==> src/rtl/ram_arbiter_2p_if.sv <==
// ============================================================================
//  Module      : ram_arbiter_2p_if
//  Description : Bundle of the two requester ports and the single-port RAM
//                command port of the two-requester RAM arbiter.
//  Revision    : 1.0 - initial release
// ============================================================================
`default_nettype none

interface ram_arbiter_2p_if #(
    parameter int N = 4,    // address width in bits
    parameter int W = 8     // data width in bits
);
    // Requester 0
    logic         req0_valid;
    logic         req0_Wr_Rd;
    logic [N-1:0] req0_ADDR;
    logic [W-1:0] req0_WDATA;
    logic         req0_ready;
    logic [W-1:0] req0_RDATA;

    // Requester 1
    logic         req1_valid;
    logic         req1_Wr_Rd;
    logic [N-1:0] req1_ADDR;
    logic [W-1:0] req1_WDATA;
    logic         req1_ready;
    logic [W-1:0] req1_RDATA;

    // RAM command port
    logic         mem_valid;
    logic         mem_Wr_Rd;
    logic [N-1:0] mem_ADDR;
    logic [W-1:0] mem_WDATA;
    logic [W-1:0] mem_RDATA;

    // Status
    logic         busy;

    // Arbiter side
    modport slave (
        input  req0_valid, req0_Wr_Rd, req0_ADDR, req0_WDATA,
        input  req1_valid, req1_Wr_Rd, req1_ADDR, req1_WDATA,
        input  mem_RDATA,
        output req0_ready, req0_RDATA, req1_ready, req1_RDATA,
        output mem_valid, mem_Wr_Rd, mem_ADDR, mem_WDATA,
        output busy
    );

    // Environment side: both requesters plus the RAM
    modport master (
        output req0_valid, req0_Wr_Rd, req0_ADDR, req0_WDATA,
        output req1_valid, req1_Wr_Rd, req1_ADDR, req1_WDATA,
        output mem_RDATA,
        input  req0_ready, req0_RDATA, req1_ready, req1_RDATA,
        input  mem_valid, mem_Wr_Rd, mem_ADDR, mem_WDATA,
        input  busy
    );
endinterface

`default_nettype wire

==> src/rtl/ram_arbiter_2p.sv <==
// ============================================================================
//  Module      : ram_arbiter_2p
//  Description : Arbitrates two requesters onto one single-port RAM. One
//                command is in flight at a time: IDLE -> ISSUE -> (RD_WAIT)
//                -> DONE. Ties are resolved round-robin by default.
//                Build option RAM_ARB_FIXED_PRIO_EN: requester 0 always wins
//                ties and no last-granted pointer exists.
//  Revision    : 1.0 - initial release
// ============================================================================
`default_nettype none

module ram_arbiter_2p #(
    parameter int N = 4,    // address width in bits
    parameter int W = 8     // data width in bits
) (
    input  wire logic       clk,
    input  wire logic       rst,    // asynchronous, active low
    ram_arbiter_2p_if.slave bus
);

    typedef enum logic [1:0] {
        S_IDLE    = 2'd0,
        S_ISSUE   = 2'd1,
        S_RD_WAIT = 2'd2,
        S_DONE    = 2'd3
    } state_t;

    state_t       r_state;
    state_t       w_next;

    logic         r_win;        // 0 = requester 0 owns the latched command
    logic         r_wr;
    logic [N-1:0] r_addr;
    logic [W-1:0] r_wdata;
    logic [W-1:0] r_rdata0;
    logic [W-1:0] r_rdata1;

    logic         w_any;
    logic         w_grant1;     // requester 1 wins this IDLE cycle
    logic         w_mem_valid;
    logic         w_ready0;
    logic         w_ready1;
    logic         w_busy;

    assign w_any = bus.req0_valid | bus.req1_valid;

`ifdef RAM_ARB_FIXED_PRIO_EN
    // Requester 0 wins whenever it asks; requester 1 only when alone
    assign w_grant1 = ~bus.req0_valid;
`else
    logic r_last;               // requester served by the previous command

    // A tie goes to whichever requester was not served last
    always_comb begin
        w_grant1 = bus.req1_valid;
        if (bus.req0_valid && bus.req1_valid) begin
            w_grant1 = ~r_last;
        end
    end

    // Last-granted pointer, updated when a command retires
    always_ff @(posedge clk or negedge rst) begin
        if (!rst) begin
            r_last <= 1'b1;
        end else if (r_state == S_DONE) begin
            r_last <= r_win;
        end
    end
`endif

    // State register
    always_ff @(posedge clk or negedge rst) begin
        if (!rst) begin
            r_state <= S_IDLE;
        end else begin
            r_state <= w_next;
        end
    end

    // Next-state and output decode
    always_comb begin
        w_next      = r_state;
        w_mem_valid = 1'b0;
        w_ready0    = 1'b0;
        w_ready1    = 1'b0;
        w_busy      = 1'b1;
        case (r_state)
            S_IDLE: begin
                w_busy = 1'b0;
                if (w_any) begin
                    w_next = S_ISSUE;
                end
            end
            S_ISSUE: begin
                w_mem_valid = 1'b1;
                w_next      = r_wr ? S_DONE : S_RD_WAIT;
            end
            S_RD_WAIT: begin
                w_mem_valid = 1'b1;
                w_next      = S_DONE;
            end
            S_DONE: begin
                w_ready0 = ~r_win;
                w_ready1 = r_win;
                w_next   = S_IDLE;
            end
            default: begin
                w_next = S_IDLE;
            end
        endcase
    end

    // Latch the winner's command; later field changes are ignored until IDLE
    always_ff @(posedge clk or negedge rst) begin
        if (!rst) begin
            r_win   <= 1'b0;
            r_wr    <= 1'b0;
            r_addr  <= '0;
            r_wdata <= '0;
        end else if (r_state == S_IDLE && w_any) begin
            r_win   <= w_grant1;
            r_wr    <= w_grant1 ? bus.req1_Wr_Rd : bus.req0_Wr_Rd;
            r_addr  <= w_grant1 ? bus.req1_ADDR  : bus.req0_ADDR;
            r_wdata <= w_grant1 ? bus.req1_WDATA : bus.req0_WDATA;
        end
    end

    // Read data is captured only for the requester whose read is finishing
    always_ff @(posedge clk or negedge rst) begin
        if (!rst) begin
            r_rdata0 <= '0;
            r_rdata1 <= '0;
        end else if (r_state == S_RD_WAIT) begin
            if (r_win) begin
                r_rdata1 <= bus.mem_RDATA;
            end else begin
                r_rdata0 <= bus.mem_RDATA;
            end
        end
    end

    assign bus.mem_valid  = w_mem_valid;
    assign bus.mem_Wr_Rd  = r_wr;
    assign bus.mem_ADDR   = r_addr;
    assign bus.mem_WDATA  = r_wdata;
    assign bus.req0_ready = w_ready0;
    assign bus.req1_ready = w_ready1;
    assign bus.req0_RDATA = r_rdata0;
    assign bus.req1_RDATA = r_rdata1;
    assign bus.busy       = w_busy;

endmodule

`default_nettype wire

==> src/flat_wrapper.sv <==
// flat-port wrapper written by rule: the top's interface ports become plain ports
module ram_arbiter_2p_flat 
#(
    parameter int N = 4,                            
    parameter int W = 8                          
)
  (clk, rst, bus_req0_valid, bus_req0_Wr_Rd, bus_req0_ADDR, bus_req0_WDATA, bus_req1_valid, bus_req1_Wr_Rd, bus_req1_ADDR, bus_req1_WDATA, bus_mem_RDATA, bus_req0_ready, bus_req0_RDATA, bus_req1_ready, bus_req1_RDATA, bus_mem_valid, bus_mem_Wr_Rd, bus_mem_ADDR, bus_mem_WDATA, bus_busy);
  ram_arbiter_2p_if #(.N(N), .W(W)) bus_i ();
  input  wire logic clk;
  input  wire logic rst;
  input wire logic [$bits(bus_i.req0_valid)-1:0] bus_req0_valid;
  input wire logic [$bits(bus_i.req0_Wr_Rd)-1:0] bus_req0_Wr_Rd;
  input wire logic [$bits(bus_i.req0_ADDR)-1:0] bus_req0_ADDR;
  input wire logic [$bits(bus_i.req0_WDATA)-1:0] bus_req0_WDATA;
  input wire logic [$bits(bus_i.req1_valid)-1:0] bus_req1_valid;
  input wire logic [$bits(bus_i.req1_Wr_Rd)-1:0] bus_req1_Wr_Rd;
  input wire logic [$bits(bus_i.req1_ADDR)-1:0] bus_req1_ADDR;
  input wire logic [$bits(bus_i.req1_WDATA)-1:0] bus_req1_WDATA;
  input wire logic [$bits(bus_i.mem_RDATA)-1:0] bus_mem_RDATA;
  output wire logic [$bits(bus_i.req0_ready)-1:0] bus_req0_ready;
  output wire logic [$bits(bus_i.req0_RDATA)-1:0] bus_req0_RDATA;
  output wire logic [$bits(bus_i.req1_ready)-1:0] bus_req1_ready;
  output wire logic [$bits(bus_i.req1_RDATA)-1:0] bus_req1_RDATA;
  output wire logic [$bits(bus_i.mem_valid)-1:0] bus_mem_valid;
  output wire logic [$bits(bus_i.mem_Wr_Rd)-1:0] bus_mem_Wr_Rd;
  output wire logic [$bits(bus_i.mem_ADDR)-1:0] bus_mem_ADDR;
  output wire logic [$bits(bus_i.mem_WDATA)-1:0] bus_mem_WDATA;
  output wire logic [$bits(bus_i.busy)-1:0] bus_busy;
  assign bus_i.req0_valid = bus_req0_valid;
  assign bus_i.req0_Wr_Rd = bus_req0_Wr_Rd;
  assign bus_i.req0_ADDR = bus_req0_ADDR;
  assign bus_i.req0_WDATA = bus_req0_WDATA;
  assign bus_i.req1_valid = bus_req1_valid;
  assign bus_i.req1_Wr_Rd = bus_req1_Wr_Rd;
  assign bus_i.req1_ADDR = bus_req1_ADDR;
  assign bus_i.req1_WDATA = bus_req1_WDATA;
  assign bus_i.mem_RDATA = bus_mem_RDATA;
  assign bus_req0_ready = bus_i.req0_ready;
  assign bus_req0_RDATA = bus_i.req0_RDATA;
  assign bus_req1_ready = bus_i.req1_ready;
  assign bus_req1_RDATA = bus_i.req1_RDATA;
  assign bus_mem_valid = bus_i.mem_valid;
  assign bus_mem_Wr_Rd = bus_i.mem_Wr_Rd;
  assign bus_mem_ADDR = bus_i.mem_ADDR;
  assign bus_mem_WDATA = bus_i.mem_WDATA;
  assign bus_busy = bus_i.busy;
  ram_arbiter_2p #(.N(N), .W(W)) u_core (.clk(clk), .rst(rst), .bus(bus_i));
endmodule
==> config.mk <==
export PLATFORM = sky130hd
export DESIGN_NAME = ram_arbiter_2p_flat
export DESIGN_NICKNAME = d
export VERILOG_FILES = /design/src/rtl/ram_arbiter_2p_if.sv /design/src/rtl/ram_arbiter_2p.sv /design/src/flat_wrapper.sv
export SDC_FILE = /design/constraint.sdc
export NUM_CORES = 1
export LEC_CHECK = 0
export ABC_AREA = 1
export BUFFER_PORTS_ARGS = -buffer_cell sky130_fd_sc_hd__buf_2
export CORE_MARGIN = 2
export CORE_UTILIZATION = 50
export DETAILED_ROUTE_END_ITERATION = 7
export HOLD_SLACK_MARGIN = 0.03
export PLACE_DENSITY = 0.89
export SLEW_MARGIN = 5
export SYNTH_ARGS = -nofsm -noshare
export SYNTH_HDL_FRONTEND = slang
export SYNTH_SLANG_ARGS = --single-unit
==> constraint.sdc <==
create_clock -name clk -period 3.76 [get_ports clk]
set_clock_uncertainty 0.2 [all_clocks]
set_input_delay 0.752 -clock clk [delete_from_list [all_inputs] [get_ports clk]]
set_output_delay 0.752 -clock clk [all_outputs]
set_load 0.02 [all_outputs]
; ---- Word-level counts from Yosys, hierarchy flattened
; Cells that the tools add are included.
[op_classes]
muxes = 11
n_reduce_logical = 6
n_eq_ne = 4
bitwise = 3
[op_table]
columns = cell, n
row1 = 2-to-1 mux 8 bit, 1
row2 = one-hot mux 2 bit (4 select lines), 1
row3 = 2-to-1 mux 1 bit, 7
row4 = equality test 2 bit (second input constant), 2
row5 = 2-to-1 mux 4 bit, 1
row6 = AND reduction 2 bit, 2
row7 = equality test 2 x 1 -> 1 bit (second input constant), 1
row8 = logical AND 1 bit, 2
row9 = zero test 2 bit, 1
row10 = 2-to-1 mux 2 bit, 1
row11 = inequality test 2 x 1 -> 1 bit (second input constant), 1
row12 = inverter 1 bit, 2
row13 = OR reduction 2 bit, 1
row14 = OR 1 bit, 1
[word_totals]
elab_cells = 32
reg_bits = 33
out_inout_bits = 33
input_bits = 38

; ---- Logic depth before layout (Yosys ltp)
[depth]
ltp_word = 3
ltp_mapped = 7
mapped_depth_nobuf = 6

; ---- Worst setup path after synthesis
; OpenSTA, ideal clock, no wires.
[synth_path]
kind = flip-flop to output port
from = register u_core.r_state[0]
to = output port bus_req0_ready
t_required_ns = 2.808
path_buffers = 0
arrival_time_ns = 0.873
slack_ns = 1.935
path_stages_with_launch = 4
cell_sequence = dfrtp_1 -> ha_1 -> inv_1 -> nor2_1
[synth_between]
elab_chain_cells = 2
[synth_rtl]
columns = element, line
row1 = "start, declared", ram_arbiter_2p.sv:28  ; state_t r_state;
row2 = "start signal, assigned", ram_arbiter_2p.sv:76  ; r_state <= w_next;
row3 = equality test 2 bit, ram_arbiter_2p.sv:87  ; case (r_state)
row4 = 2-to-1 mux 1 bit, ram_arbiter_2p.sv:87
row5 = "end, declared", flat_wrapper.sv:20  ; output wire logic [$bits(bus_i.req0_ready)-1:0] bus_req0_ready;
; No other way between the ends.

; ---- Worst setup path after layout
[layout_path]
from = register u_core.r_state[0]
to = output port bus_busy
[layout_between]
elab_chain_cells = 2
[layout_rtl]
columns = element, line
row1 = zero test 2 bit, ram_arbiter_2p.sv:87
row2 = 2-to-1 mux 1 bit, ram_arbiter_2p.sv:87
row3 = "end, declared", flat_wrapper.sv:28  ; output wire logic [$bits(bus_i.busy)-1:0] bus_busy;
; No other way between the ends.

==> qor.log <==
[outcome] result of the run complete, no violations
[critical_path] endpoint of the worst-slack reg-to-reg timing path u_core.bus.mem_WDATA[6]$_DFFE_PN0P_
[floorplanning] # rows 20
[layout] Synth-to-Final Area Change 27.32%
[sta] # setup viols final 0
[place] post-DP HPWL 2553 microns
[route] post-detailed-route wirelength per cell 10.68 microns
[clock_network] number of buffers created by CTS 5
[critical_path] Crit path required time 2810 ps
[yosys] share of synthesized cell area in full adder, half adder and majority cells 0.03195
[yosys] compound-gate portion of the synthesized area 0.06390
[place] total of buffers placed on input and output ports 70
[yosys] share of flip-flops with an asynchronous set or reset after synthesis 1.000
[clock_network] sink count of the clock tree 33
[sta] normalized max-slew margin 0.4006
[yosys] largest area contributor in the netlist sky130_fd_sc_hd__dfrtp_1
[route] number of detailed-routing iterations run before antenna repair 4
[yosys] synthesized-area fraction occupied by xor and xnor cells 0
[place] area post-placement 0.001939 sq mm
[pwr] power share of the sequential group 0.383
[layout] fraction of layout cells with a size suffix above 1 0.2956
[yosys] Synthesized Nets 245
[route] routed via count divided by cell count 4.642
[global_route] largest net degree at the start of global routing 34
[floorplanning] Die X 59.98 microns
[global_route] total grt overflow 0
[yosys] average footprint of a synthesized cell 7.717 sq um
[clock_network] maximum level of the CTS H-tree 2
[critical_path] Critical Path Sink Type output pin
[sta] worst slew pin tran 893.2 ps
[clock_network] clock latency of the later-clocked register in the worst-skew pair 330 ps
[clock_network] Root Buffer Master sky130_fd_sc_hd__clkbuf_4
[floorplanning] total I/O pin count 71
[layout] final standard cell area without fillers 0.001994 sq mm
[critical_path] R2R Setup Slk 1890 ps
[pwr] leakage power of the design 1.235 nW
[pwr] IR Drop Worst-Case VDD 0.3560 mV
[global_route] initial antenna violation count 0
[yosys] mux share of post-synthesis cell area 0
[clock_network] clock slew at reported path FFs 100 ps
[critical_path] launching point of the worst reg2reg path u_core.r_last$_DFFE_PN1N_
[sta] setup repair after global routing missed its margin false
[clock_network] Post-CTS Repair Setup Buffers 0
[clock_network] clock tree buffer depth 2
[route] Initial DRC Count 71
[pwr] internal portion of total power 0.8870 mW
[clock_network] hold buffer count at cts 0
[critical_path] Worst Path Max Fanout 5
[layout] Total Nets Final 315
[sta] final critical-path required period 2317 ps
[sta] Slew Viols, Final 0
[critical_path] arrival time worst endpoint 1370 ps
[sta] number of hold violations in the final report 0
[global_route] wire length of the first global-routing pass 5347 microns
[clock_network] TritonCTS clock tree built
[sta] Setup TNS Final 0 ps
[sta] achievable clock frequency 0.4315 GHz
[floorplanning] Die Ht 59.98 microns
[floorplanning] Core Box Area 0.003028 sq mm
[layout] Diodes inserted 0
[yosys] simple-gate portion of the synthesized area 0.2596
[floorplanning] overall die area 0.003597 sq mm
[critical_path] peak per-stage delay on the critical path 430 ps
[pwr] proportion of total power due to net switching 0.4682
[yosys] Yosys top cell area share 0.5112
[yosys] number of synthesized flops with an enable pin 0
[route] remaining routing DRC violations 0
[yosys] most common library cells after synthesis 66 x sky130_fd_sc_hd__nand2_1, 39 x sky130_fd_sc_hd__inv_1, 32 x sky130_fd_sc_hd__dfrtp_1, 26 x sky130_fd_sc_hd__nand3_1, 19 x sky130_fd_sc_hd__o21ai_1
[yosys] sequential area share after synthesis 0.5280
[critical_path] type of the worst setup path reg -> out
[critical_path] critical path launch point type flop
[sta] final period utilization 0.6163
[clock_network] Post-CTS Resized 0
[floorplanning] starting utilization of the core area 0.5174
[global_route] overall routing resource usage 0.2031
[route] vias after detailed routing 1476
[route] sum of routed wire length over all layers 3396 microns
[yosys] leading post-synthesis cells by cell area sky130_fd_sc_hd__dfrtp_1 51%, sky130_fd_sc_hd__nand2_1 16%, sky130_fd_sc_hd__inv_1 9.3%, sky130_fd_sc_hd__nand3_1 8.3%, sky130_fd_sc_hd__o21ai_1 6.1%
[yosys] total of warnings raised by yosys 0
[yosys] number of storage elements in the synthesis netlist 33
[worst_hold_path] kind of path behind the tightest hold check in -> async
[global_route] vias in the first global route 1225
[critical_path] series of cell instances along the critical path inv_1 -> ha_1 -> inv_2 -> buf_2
[pwr] switching power total 0.7810 mW
[pwr] Comb power frac 0.503
[yosys] library cells used by synthesis 14
[place] weighted congestion reported at the end of routability-driven placement 0.7950
[pwr] Clock power frac 0.114
[job] maxcap violations 0
[yosys] netlist area before placement 0.001567 sq mm
[yosys] Synth Flop Type sky130_fd_sc_hd__dfrtp_1
[critical_path] CP max stage cell sky130_fd_sc_hd__dfrtp_1
[route] antenna viol nets, final 0
[critical_path] logic depth of the worst register-to-register path 5
[pwr] power density of the placed cells 836.3 mW/mm^2
[yosys] combinational family with the most area after synthesis simple AND/OR/NAND/NOR gates
[yosys] count leader, synth sky130_fd_sc_hd__nand2_1
[yosys] Post-Synthesis Cells 203
-- metrics by stage --
stage          utilization  instances  power [mW]  setup WS (ps)  hold WS [ps]
2_1_floorplan            -        203       1.216           1935         241.9
3_3_place_gp        0.6405        310       1.465           1649         259.4
3_5_place_dp        0.6405        310       1.493           1571         264.5
4_1_cts             0.6587        318       1.686           1424         276.4
5_1_grt             0.6587        318       1.808           1329         297.0
6_report            0.6587        318       1.668           1443         261.2
-- layout make-up --
class	instances	area, sq um
fill	277	1033
clock buffer	5	37.54
sequential	33	827.0
inverter	40	150.1
clock inverter	3	17.52
tap	44	55.05
timing repair buffer	70	350.3
multi-input combinational	123	556.8
-- critical path: cells and delay by family (launching register included) --
| family | cells | cell delay, ps |
|---|---|---|
| flip-flops | 1 | 430 |
| buffers and inverters | 3 | 360 |
| adder cells (fa/ha/maj) | 1 | 250 |
-- layout by cell type, fill, tap and decap left out --
| cell type | synthesis | layout |
|---|---|---|
| sky130_fd_sc_hd__nor2_2 | 1 | 1 |
| sky130_fd_sc_hd__clkinv_2 | 0 | 2 |
| sky130_fd_sc_hd__clkbuf_4 | 0 | 5 |
| sky130_fd_sc_hd__inv_1 | 39 | 39 |
| sky130_fd_sc_hd__buf_2 | 5 | 70 |
| sky130_fd_sc_hd__o21ai_1 | 19 | 19 |
| sky130_fd_sc_hd__nand3_1 | 26 | 26 |
| sky130_fd_sc_hd__dfstp_2 | 1 | 1 |
| sky130_fd_sc_hd__inv_2 | 1 | 1 |
| sky130_fd_sc_hd__nand2_1 | 66 | 66 |
| sky130_fd_sc_hd__nor2_1 | 6 | 6 |
| sky130_fd_sc_hd__dfrtp_1 | 32 | 32 |
| sky130_fd_sc_hd__ha_1 | 4 | 4 |
| sky130_fd_sc_hd__o21ai_0 | 1 | 1 |
| sky130_fd_sc_hd__clkinvlp_4 | 0 | 1 |
-- metal layers --
layer,up-vias,track usage,part of all wire
met5,-,0,0
met4,0,0.07619,0.015
met3,4,0.06710,0.077
met2,60,0.3447,0.47
met1,656,0.2374,0.44
li1,756,-,-
-- power groups by stage --
stage | combinational (mW) | clock (mW) | sequential, mW
6_report | 0.839 | 0.191 | 0.638
5_1_grt | 0.936 | 0.214 | 0.658
4_1_cts | 0.851 | 0.197 | 0.638
3_5_place_dp | 0.850 | 0 | 0.644
3_3_place_gp | 0.823 | 0 | 0.642
2_1_floorplan | 0.387 | 0 | 0.829
-- worst max-delay path by stage --
| stage | startpoint | endpoint | depth (start not counted) |
|---|---|---|---|
| 5_1_grt | u_core.r_state[0]$_DFFE_PN0P_ | bus_busy | 4 |
| 3_3_place_gp | bus_req1_valid | u_core.bus.mem_WDATA[0]$_DFFE_PN0P_ | 4 |
| 6_report | u_core.r_state[0]$_DFFE_PN0P_ | bus_busy | 4 |
| 2_1_floorplan | u_core.r_state[0]$_DFFE_PN0P_ | bus_req0_ready | 3 |
| 4_1_cts | u_core.r_state[0]$_DFFE_PN0P_ | bus_busy | 4 |
| 3_5_place_dp | bus_req1_valid | u_core.bus.mem_WDATA[6]$_DFFE_PN0P_ | 4 |
-- sequential cells by signal, summed over array words and instances (netlist names) --
signal,flops
u_core.bus.mem_Wr_Rd,1
u_core.bus.req0_RDATA,8
u_core.r_win,1
u_core.r_last,1
u_core.bus.mem_WDATA,8
u_core.bus.req1_RDATA,8
u_core.bus.mem_ADDR,4
u_core.r_state,2
-- cell families (layout without fill, tap and decap cells) --
logic type,after synthesis,in the layout
simple gates,99,99
buf+inv,47,118
compound gates,20,20
flops,33,33
fa+ha+maj,4,4
(Power assumes the default switching activity.)
